File: config.mk
export PLATFORM = sky130hd
export DESIGN_NAME = lsu_ctrl
export DESIGN_NICKNAME = d
export VERILOG_FILES = /design/src/rtl/lsu_ctrl.sv
export SDC_FILE = /design/constraint.sdc
export NUM_CORES = 1
export LEC_CHECK = 0
export BUFFER_PORTS_ARGS = -buffer_cell sky130_fd_sc_hd__buf_2
export CORE_MARGIN = 4
export CORE_UTILIZATION = 53
export CTS_CLUSTER_DIAMETER = 100
export DETAILED_ROUTE_END_ITERATION = 8
export PLACE_DENSITY = 0.9
export SLEW_MARGIN = 20
export SYNTH_ARGS = -nofsm -noshare
export SYNTH_HDL_FRONTEND = slang
export SYNTH_SLANG_ARGS = --single-unit
File: constraint.sdc
create_clock -name clk -period 6.24 [get_ports clk]
set_input_delay 1.56 -clock clk [delete_from_list [all_inputs] [get_ports clk]]
set_output_delay 1.56 -clock clk [all_outputs]
set_load 0.03 [all_outputs]
File: src/rtl/lsu_ctrl.sv
// Load/store controller: takes one request from execute and runs it on a single-outstanding
// command/response bus, returning the raw read word, an error flag and a one-cycle completion pulse.
module lsu_ctrl #(
    parameter int TIMEOUT = 255,
    parameter int CNT_W   = 8
) (
    input  logic        clk,
    input  logic        rst,
    input  logic        hs_ex4ls_val,
    output logic        hs_ls4ex_rdy,
    input  logic [31:0] i_ls_adr,
    input  logic [31:0] i_ls_wdat,
    input  logic [3:0]  i_ls_wen,
    input  logic        i_ls_ren,
    output logic [31:0] o_ls_rdat,
    output logic        o_ls_err,
    output logic        o_mem_cmd_val,
    input  logic        i_mem_cmd_rdy,
    output logic [31:0] o_mem_adr,
    output logic [31:0] o_mem_wdat,
    output logic [3:0]  o_mem_wen,
    output logic        o_mem_ren,
    input  logic        i_mem_rsp_val,
    input  logic [31:0] i_mem_rsp_dat,
    input  logic        i_mem_rsp_err
);
    typedef enum logic [1:0] {IDLE, CMD, RSP, DONE} state_t;

    localparam logic [CNT_W-1:0] TO_C = CNT_W'(TIMEOUT);

    state_t           state, state_nxt;
    logic [31:0]      adr_q, wdat_q, rdat_q, rdat_nxt;
    logic [3:0]       wen_q;
    logic             ren_q, err_q, err_nxt, cap;
    logic [CNT_W-1:0] cnt, cnt_nxt, cnt_inc;
    logic             cnt_hit;

    // Saturating increment; the cycle whose increment reaches TIMEOUT is the last one waited.
    assign cnt_inc = (cnt == TO_C) ? cnt : cnt + CNT_W'(1);
    assign cnt_hit = (cnt_inc == TO_C);

    always_comb begin
        state_nxt = state;
        cnt_nxt   = cnt;
        rdat_nxt  = rdat_q;
        err_nxt   = err_q;
        cap       = 1'b0;
        case (state)
            IDLE: begin
                if (hs_ex4ls_val) begin
                    if (i_ls_wen != 4'd0 || i_ls_ren) begin
                        cap       = 1'b1;
                        cnt_nxt   = '0;
                        state_nxt = CMD;
                    end else begin
                        rdat_nxt  = '0;
                        err_nxt   = 1'b0;
                        state_nxt = DONE;
                    end
                end
            end
            CMD: begin
                if (i_mem_cmd_rdy) begin
                    cnt_nxt   = '0;
                    state_nxt = RSP;
                end else begin
                    cnt_nxt = cnt_inc;
                    if (cnt_hit) begin
                        rdat_nxt  = '0;
                        err_nxt   = 1'b1;
                        state_nxt = DONE;
                    end
                end
            end
            RSP: begin
                if (i_mem_rsp_val) begin
                    rdat_nxt  = (wen_q != 4'd0) ? 32'd0 : i_mem_rsp_dat;
                    err_nxt   = i_mem_rsp_err;
                    state_nxt = DONE;
                end else begin
                    cnt_nxt = cnt_inc;
                    if (cnt_hit) begin
                        rdat_nxt  = '0;
                        err_nxt   = 1'b1;
                        state_nxt = DONE;
                    end
                end
            end
            DONE:    state_nxt = IDLE;
            default: state_nxt = IDLE;
        endcase
    end

    always_ff @(posedge clk or posedge rst) begin
        if (rst) begin
            state  <= IDLE;
            cnt    <= '0;
            adr_q  <= '0;
            wdat_q <= '0;
            wen_q  <= '0;
            ren_q  <= 1'b0;
            rdat_q <= '0;
            err_q  <= 1'b0;
        end else begin
            state  <= state_nxt;
            cnt    <= cnt_nxt;
            rdat_q <= rdat_nxt;
            err_q  <= err_nxt;
            if (cap) begin
                adr_q  <= i_ls_adr;
                wdat_q <= i_ls_wdat;
                wen_q  <= i_ls_wen;
                // A request with both enables set is a store.
                ren_q  <= i_ls_ren && (i_ls_wen == 4'd0);
            end
        end
    end

    assign hs_ls4ex_rdy  = (state == DONE);
    assign o_mem_cmd_val = (state == CMD);
    assign o_ls_rdat     = rdat_q;
    assign o_ls_err      = err_q;
    assign o_mem_adr     = adr_q;
    assign o_mem_wdat    = wdat_q;
    assign o_mem_wen     = wen_q;
    assign o_mem_ren     = ren_q;
endmodule
==> run summary, run 1 <==
Reg-to-Reg Start = cnt[0]$_DFFE_PP0P_
first-pass GRT wire length = 24150 um
CTS root buffer = clkbuf_8
Post-CTS Setup Bufs = 0
r2r worst-path depth = 6
DR iter-0 viols = 620
initial antenna violation count = 1
GR peak layer = met2
commonest non-fill, non-tap cell in the layout = buf_2
total grt overflow = 0
Post-synth EDFFs = 0
largest net degree at the start of global routing = 71
crit-path cells = buf_2 > or4_1 > o211ai_4 > buf_4 > mux2_2
CP Depth = 5
FF-to-FF End = o_ls_rdat[6]$_DFFE_PP0P_
RSZ-0062 raised after global routing = no
met1 Use GR = 30.91%
clk_skew = 11.89 ps
fmax = 265.4 MHz
Final Wtd Congestion = 0.8655
leading cell types in the layout, fill and taps excluded = 210 x buf_2, 112 x dfrtp_1, 64 x mux2_2
CTS Buf Count = 9
#FFs+latches synth = 112
routed wire length = 15610 um
final std cells w/o fill = 808
kind of critical path = in -> reg
die area = 11850 um^2
prevailing post-synth register cell = dfrtp_1
Die Span Y = 108.8 um
LEAKAGE = 0.003254 uW
PwrDens = 551.9 nW/um^2
Slowest-stage cell, CP = o211ai_4
Area Overhead vs Synth = 23.98%
die extent in x = 108.8 um
cell area after synthesis = 5389 um^2
slew margin rel. = 39.71%
Hold Fails Final Rpt = 0
Port Buffers = 210
crit path max fanout = 41
max-slew violations = 0
CTS Sinks = 112
Worst-path clk slew = 110 ps
Place WS = 2123 ps
Mapped Avg Cell Area = 11.13 um^2
Worst Setup SP = i_ls_wen[0]
sequential area share after synthesis = 52.01%
vias in the first global route = 4851
syn nets = 596
Final Power = 3687 uW
status = completed
setup TNS = 0 ps
cts repair resizes = 0
crit start category = input pin
final core occ = 68.04%
drt wl/cell = 19.32 um
asr flop ratio synth = 100.0%
post-route ant nets = 0
Synth Warn # = 0
met2 global-route usage = 44.00%
core area = 9819 um^2
placed wire-length estimate = 11500 um
Top delay family on crit path = buffers and inverters
Least-Margin Pin Slew = 896.0 ps
NumNets Final = 782
Via-to-Cell Ratio = 5.828
Hold Buf Count CTS = 0
Mapped Cells = 484
GRT Total Usage = 26.17%
Setup crit end kind = flop
Max VDD drop = 379.6 uV
final worst-path cycle share = 60.38%
Ant. Diodes = 0
initial core utilization = 54.88%
final setup vio count = 0
placed cell count = 792
layout cells sized above 1 = 45.63%
Worst Hold Class = reg -> reg
CTS tree = done
final setup margin = 2473 ps
vias = 4709
First-pass DRT Iterations = 5
IO Pins = 211
Clk Latency, worst-skew pair = 360 ps
grt met3 use = 8.407%
max incr delay on CP = 690 ps
end of the critical path = o_mem_adr[8]$_DFFE_PP0P_
worst path arrival time = 4020 ps
Yosys cell types = 49
Critical path buffers and inverters = 2
Worst EP required = 6490 ps
min cycle time layout = 3767 ps
row count = 36
# H-tree levels = 3
slack of the worst reg-to-reg path = 3270 ps
DRC viols = 0
max_cap viols = 0
fill cell count = 717
clk buf depth = 2
## metal layers
metal	part of all wire [%]	wire [um]
met1	37	5811
met2	49	7646
met3	9.3	1444
met4	4.5	701
met5	0.045	7
## metrics by stage
stage,area (um^2),hold WS [ps]
5_1_grt,6681,536.9
6_report,6681,513.3
3_5_place_dp,6467,487.1
3_3_place_gp,6467,471.4
2_1_floorplan,5389,489.7
4_1_cts,6680,513.1
## power breakdown
| group | total, uW | switching [uW] | internal (uW) | leakage, uW |
|---|---|---|---|---|
| clock network | 458 | 255 | 203 | 0.000105 |
| registers | 1230 | 203 | 1030 | 0.00141 |
| logic | 2000 | 1330 | 668 | 0.00174 |
## Yosys cell counts, types with 2 or more instances
| library cell | count | area share [%] |
|---|---|---|
| ha_1 | 5 | 1.2 |
| nand4_1 | 5 | 0.58 |
| inv_1 | 28 | 2.0 |
| o31ai_1 | 18 | 2.5 |
| a21o_1 | 15 | 2.1 |
| nor2b_1 | 2 | 0.23 |
| a21oi_1 | 51 | 4.7 |
| nand4b_1 | 2 | 0.33 |
| o211a_1 | 3 | 0.56 |
| nor4_1 | 3 | 0.35 |
| clkbuf_1 | 18 | 1.3 |
| mux2_1 | 4 | 0.84 |
| a211oi_1 | 4 | 0.56 |
| mux2_2 | 64 | 13 |
| nor2_1 | 11 | 0.77 |
| buf_2 | 18 | 1.7 |
| nor4b_1 | 4 | 0.65 |
| buf_6 | 4 | 0.84 |
| nor3_1 | 2 | 0.19 |
| or4_1 | 2 | 0.28 |
| o211ai_1 | 14 | 2.0 |
| and2_1 | 5 | 0.58 |
| o21ai_0 | 18 | 1.7 |
| a22oi_1 | 13 | 1.8 |
| dfrtp_1 | 112 | 52 |
| nand2_1 | 8 | 0.56 |
| a31oi_1 | 8 | 0.93 |
| a21boi_0 | 2 | 0.28 |
| nand3_1 | 21 | 2.0 |
## final cells by class
class | instances | area [um^2] | area share, %
Clock buffer | 10 | 137.6 | 2.060
Multi-Input combinational cell | 303 | 2296 | 34.36
Tap cell | 133 | 166.4 | 2.491
Inverter | 28 | 107.6 | 1.610
Clock inverter | 6 | 75.07 | 1.124
Timing Repair Buffer | 216 | 1096 | 16.40
Sequential cell | 112 | 2803 | 41.95
## worst reg2reg max path, delay by kind of cell, from the launching register on
| family | cells | cell delay, ps |
|---|---|---|
| flops | 1 | 520 |
| simple gates | 2 | 1240 |
| fa+ha+maj | 1 | 370 |
| compound gates | 3 | 730 |
## state kept, by name, indices dropped and copies added (netlist names)
| signal | flops |
|---|---|
| cnt | 8 |
| o_ls_err | 1 |
| o_ls_rdat | 32 |
| o_mem_adr | 32 |
| o_mem_ren | 1 |
| o_mem_wdat | 32 |
| o_mem_wen | 4 |
| state | 2 |
## logic make-up after synthesis
kind of cell,Yosys count,synth area share [%]
multiplexers,69,14.40
AO/OA/AOI/OAI,157,19.22
adder cells (fa/ha/maj),5,1.161
flip-flops,112,52.01
AND/OR/NAND/NOR,72,7.430
buffers and inverters,69,5.781
## worst min path at each step
stage                                   start                        end  slack [ps]  cells past startpoint
finish              o_mem_adr[21]$_DFFE_PP0P_  o_mem_adr[21]$_DFFE_PP0P_         510                      1
global route        o_mem_adr[19]$_DFFE_PP0P_  o_mem_adr[19]$_DFFE_PP0P_         540                      1
CTS                 o_mem_wdat[0]$_DFFE_PP0P_  o_mem_wdat[0]$_DFFE_PP0P_         510                      1
detailed placement  o_mem_adr[14]$_DFFE_PP0P_  o_mem_adr[14]$_DFFE_PP0P_         490                      1
global placement    o_mem_adr[13]$_DFFE_PP0P_  o_mem_adr[13]$_DFFE_PP0P_         470                      1
floorplan                  cnt[7]$_DFFE_PP0P_         cnt[7]$_DFFE_PP0P_         490                      2
Power figures use the tool's default switching activity.
==> inputs of run 2 (changes only) <==
- ABC_AREA: default -> 1
- CORE_UTILIZATION: 53 -> 49
- PLACE_DENSITY: 0.9 -> 0.84
- clock period: 6.24 -> 3.9 ns (I/O delays scaled with it)
==> run summary, run 2 <==
Worst Setup SP = state[0]$_DFFE_PP0P_ (was i_ls_wen[0])
Final Wtd Congestion = 0.8920 (was 0.8655)
clk buf depth = 2 (unchanged)
Mapped Cells = 577 (was 484)
Synth Warn # = 0 (unchanged)
DR iter-0 viols = 281 (was 620)
Hold WS = 500.1 ps (was 513.3 ps)
fill cell count = 939 (was 717)
core area = 10840 um^2 (was 9819 um^2)
IO Pins = 211 (unchanged)
Final Power = 5182 uW (was 3687 uW)
status = completed (unchanged)
crit-path cells = inv_1 > ha_1 > inv_1 > a22oi_2 > nand3_2 > inv_2 > nand3_1 > o21ai_1 (was buf_2 > or4_1 > o211ai_4 > buf_4 > mux2_2)
first-pass GRT wire length = 23290 um (was 24150 um)
total grt overflow = 0 (unchanged)
Mapped Avg Cell Area = 9.392 um^2 (was 11.13 um^2)
Yosys top cell by area = dfrtp_1 (unchanged)
Port Buffers = 210 (unchanged)
crit path max fanout = 27 (was 41)
syn nets = 689 (was 596)
max_cap viols = 0 (unchanged)
most common cell in the netlist = nand2_1 (was dfrtp_1)
max-slew violations = 0 (unchanged)
min cycle time layout = 2673 ps
#FFs+latches synth = 112 (unchanged)
initial core utilization = 49.99% (was 54.88%)
Worst-path clk slew = 120 ps (was 110 ps)
Yosys cell types = 30 (was 49)
synth top area cells = dfrtp_1 52%, mux2_2 14%, nand2_1 12%, a21oi_1 3.5%, inv_1 2.5% (was dfrtp_1 52%, mux2_2 13%, a21oi_1 4.7%, o31ai_1 2.5%, a21o_1 2.1%)
cell internal pwr = 2696 uW (was 1897 uW)
Worst EP required = 4190 ps (was 6490 ps)
Worst Hold Class = reg -> reg (unchanged)
final setup margin = 1227 ps (was 2473 ps)
cts repair resizes = 0 (unchanged)
initial antenna violation count = 5 (was 1)
asr flop ratio synth = 100.0% (unchanged)
CTS Buf Count = 9 (unchanged)
die extent in x = 113.2 um (was 108.8 um)
CTS Sinks = 112 (unchanged)
CTS tree = done (unchanged)
Max VDD drop = 523.1 uV (was 379.6 uV)
clock network power share = 12.9% (was 12.4%)
cell area after synthesis = 5419 um^2 (was 5389 um^2)
LEAKAGE = 0.003357 uW (was 0.003254 uW)
vias = 4701 (was 4709)
placed cell count = 902 (was 792)
Sw Share = 47.97% (was 48.56%)
Slowest-stage cell, CP = inv_2 (was o211ai_4)
final worst-path cycle share = 68.54%
clk_skew = 17.36 ps (was 11.89 ps)
GRT Total Usage = 22.59% (was 26.17%)
Hold Fails Final Rpt = 0 (unchanged)
DRC viols = 0 (unchanged)
crit start category = flop (was input pin)
Die Span Y = 113.2 um (was 108.8 um)
Area Overhead vs Synth = 24.54% (was 23.98%)
worst hold start = o_ls_rdat[17]$_DFFE_PP0P_ (was o_mem_adr[21]$_DFFE_PP0P_)
leading cell types in the layout, fill and taps excluded = 210 x buf_2, 166 x nand2_1, 112 x dfrtp_1 (was 210 x buf_2, 112 x dfrtp_1, 64 x mux2_2)
die area = 12810 um^2 (was 11850 um^2)
Combinational Power Share = 53.0% (was 54.2%)
Place WS = 887.3 ps (was 2123 ps)
fmax = 374.1 MHz
layout cells sized above 1 = 41.39% (was 45.63%)
setup TNS = 0 ps (unchanged)
CTS root buffer = clkbuf_8 (unchanged)
final setup vio count = 0 (unchanged)
Least-Margin Pin Slew = 1068 ps (was 896.0 ps)
Hold Buf Count CTS = 0 (unchanged)
Post-synth EDFFs = 0 (unchanged)
placed wire-length estimate = 10690 um (was 11500 um)
max incr delay on CP = 520 ps (was 690 ps)
share of the synthesized area in the top cell type = 51.72% (was 52.01%)
sequential share of power = 34.1% (was 33.3%)
final std cells w/o fill = 920 (was 808)
slew margin rel. = 28.64% (was 39.71%)
PwrDens = 767.8 nW/um^2 (was 551.9 nW/um^2)
vias in the first global route = 4767 (was 4851)
NetSw = 2486 uW (was 1791 uW)
worst path arrival time = 2960 ps (was 4020 ps)
Post-synth top cells = 167 x nand2_1, 112 x dfrtp_1, 66 x mux2_2, 38 x a21oi_1, 36 x inv_1 (was 112 x dfrtp_1, 64 x mux2_2, 51 x a21oi_1, 28 x inv_1, 21 x nand3_1)
Setup crit end kind = flop (unchanged)
Via-to-Cell Ratio = 5.110 (was 5.828)
Reg-to-Reg Start = state[0]$_DFFE_PP0P_ (was cnt[0]$_DFFE_PP0P_)
Most Frequent Cell on Critical Path = inv_1
sequential area share after synthesis = 51.72% (was 52.01%)
kind of critical path = reg -> reg (was in -> reg)
routed wire length = 14450 um (was 15610 um)
Critical path buffers and inverters = 3 (was 2)
prevailing post-synth register cell = dfrtp_1 (unchanged)
post-route ant nets = 0 (unchanged)
Clk Latency, worst-skew pair = 370 ps (was 360 ps)
# H-tree levels = 3 (unchanged)
RSZ-0062 raised after global routing = no (unchanged)
drt wl/cell = 15.70 um (was 19.32 um)
NumNets Final = 885 (was 782)
largest net degree at the start of global routing = 113 (was 71)
commonest non-fill, non-tap cell in the layout = buf_2 (unchanged)
row count = 38 (was 36)
Top delay family on crit path = buffers and inverters (unchanged)
Post-CTS Setup Bufs = 0 (unchanged)
First-pass DRT Iterations = 5 (unchanged)
-- run 2: logic make-up (layout without fill, tap and decap cells) --
logic type               Yosys count  after routing  share of synthesized area [%]
AO/OA/AOI/OAI                     88             88                          8.635
XOR/XNOR                           1              1                         0.1617
adder cells (fa/ha/maj)            5              5                          1.154
buffers and inverters             67            268                          5.564
flip-flops                       112            112                          51.72
multiplexers                      66             66                          13.72
other                              0              2                              0
AND/OR/NAND/NOR                  238            238                          19.05
-- run 2: final cells by class --
class / instances / area, um^2 / area share [%]
sequential: 112 / 2803 / 41.53
multi-input combinational: 398 / 2328 / 34.50
timing repair buffer: 213 / 1099 / 16.28
tap: 140 / 175.2 / 2.595
inverter: 39 / 150.1 / 2.225
clock buffer: 10 / 127.6 / 1.891
clock inverter: 6 / 61.31 / 0.9084
antenna: 2 / 5.005 / 0.07416
-- run 2: power groups by stage --
stage                     Combinational (uW)  Sequential, uW  Clock [uW]
after floorplan                         1220            2540           0
after global placement                  2710            1760           0
after detailed placement                2760            1790           0
after CTS                               2770            1770         685
after global routing                    2950            1810         736
final                                   2750            1770         669
-- run 2: worst reg2reg max path, delay by kind of cell, from the launching register on --
kind                       cells  cell delay [ps]
DFF                            1              460
adders and majority gates      1              360
AOI/OAI and AO/OA              2              390
and+or+nand+nor                2              620
buffers and inverters          3              770
-- run 2: stage by stage --
step                      utilization (%)  area [um^2]
final                               62.26         6749
after global routing                62.23         6746
after CTS                           62.21         6744
after detailed placement            60.47         6555
after global placement              60.47         6555
after floorplan                         -         5423
-- run 2: final timing paths --
check	end	slack (ps)	cells after the start
max in group asynchronous	cnt[3]$_DFFE_PP0P_	2700	3
min in group asynchronous	o_mem_wdat[11]$_DFFE_PP0P_	760	3
worst max register to register	o_ls_rdat[12]$_DFFE_PP0P_	1230	8
worst max-delay path	o_ls_rdat[12]$_DFFE_PP0P_	1230	8
worst min register to register	o_ls_rdat[17]$_DFFE_PP0P_	500	2
worst min-delay path	o_ls_rdat[17]$_DFFE_PP0P_	500	2
-- run 2: per-layer routing --
metal	share of wire (%)	GRT usage, %
met5	0.30	0
met4	2.8	7.452
met3	9.2	8.449
met2	48	37.84
met1	40	26.97
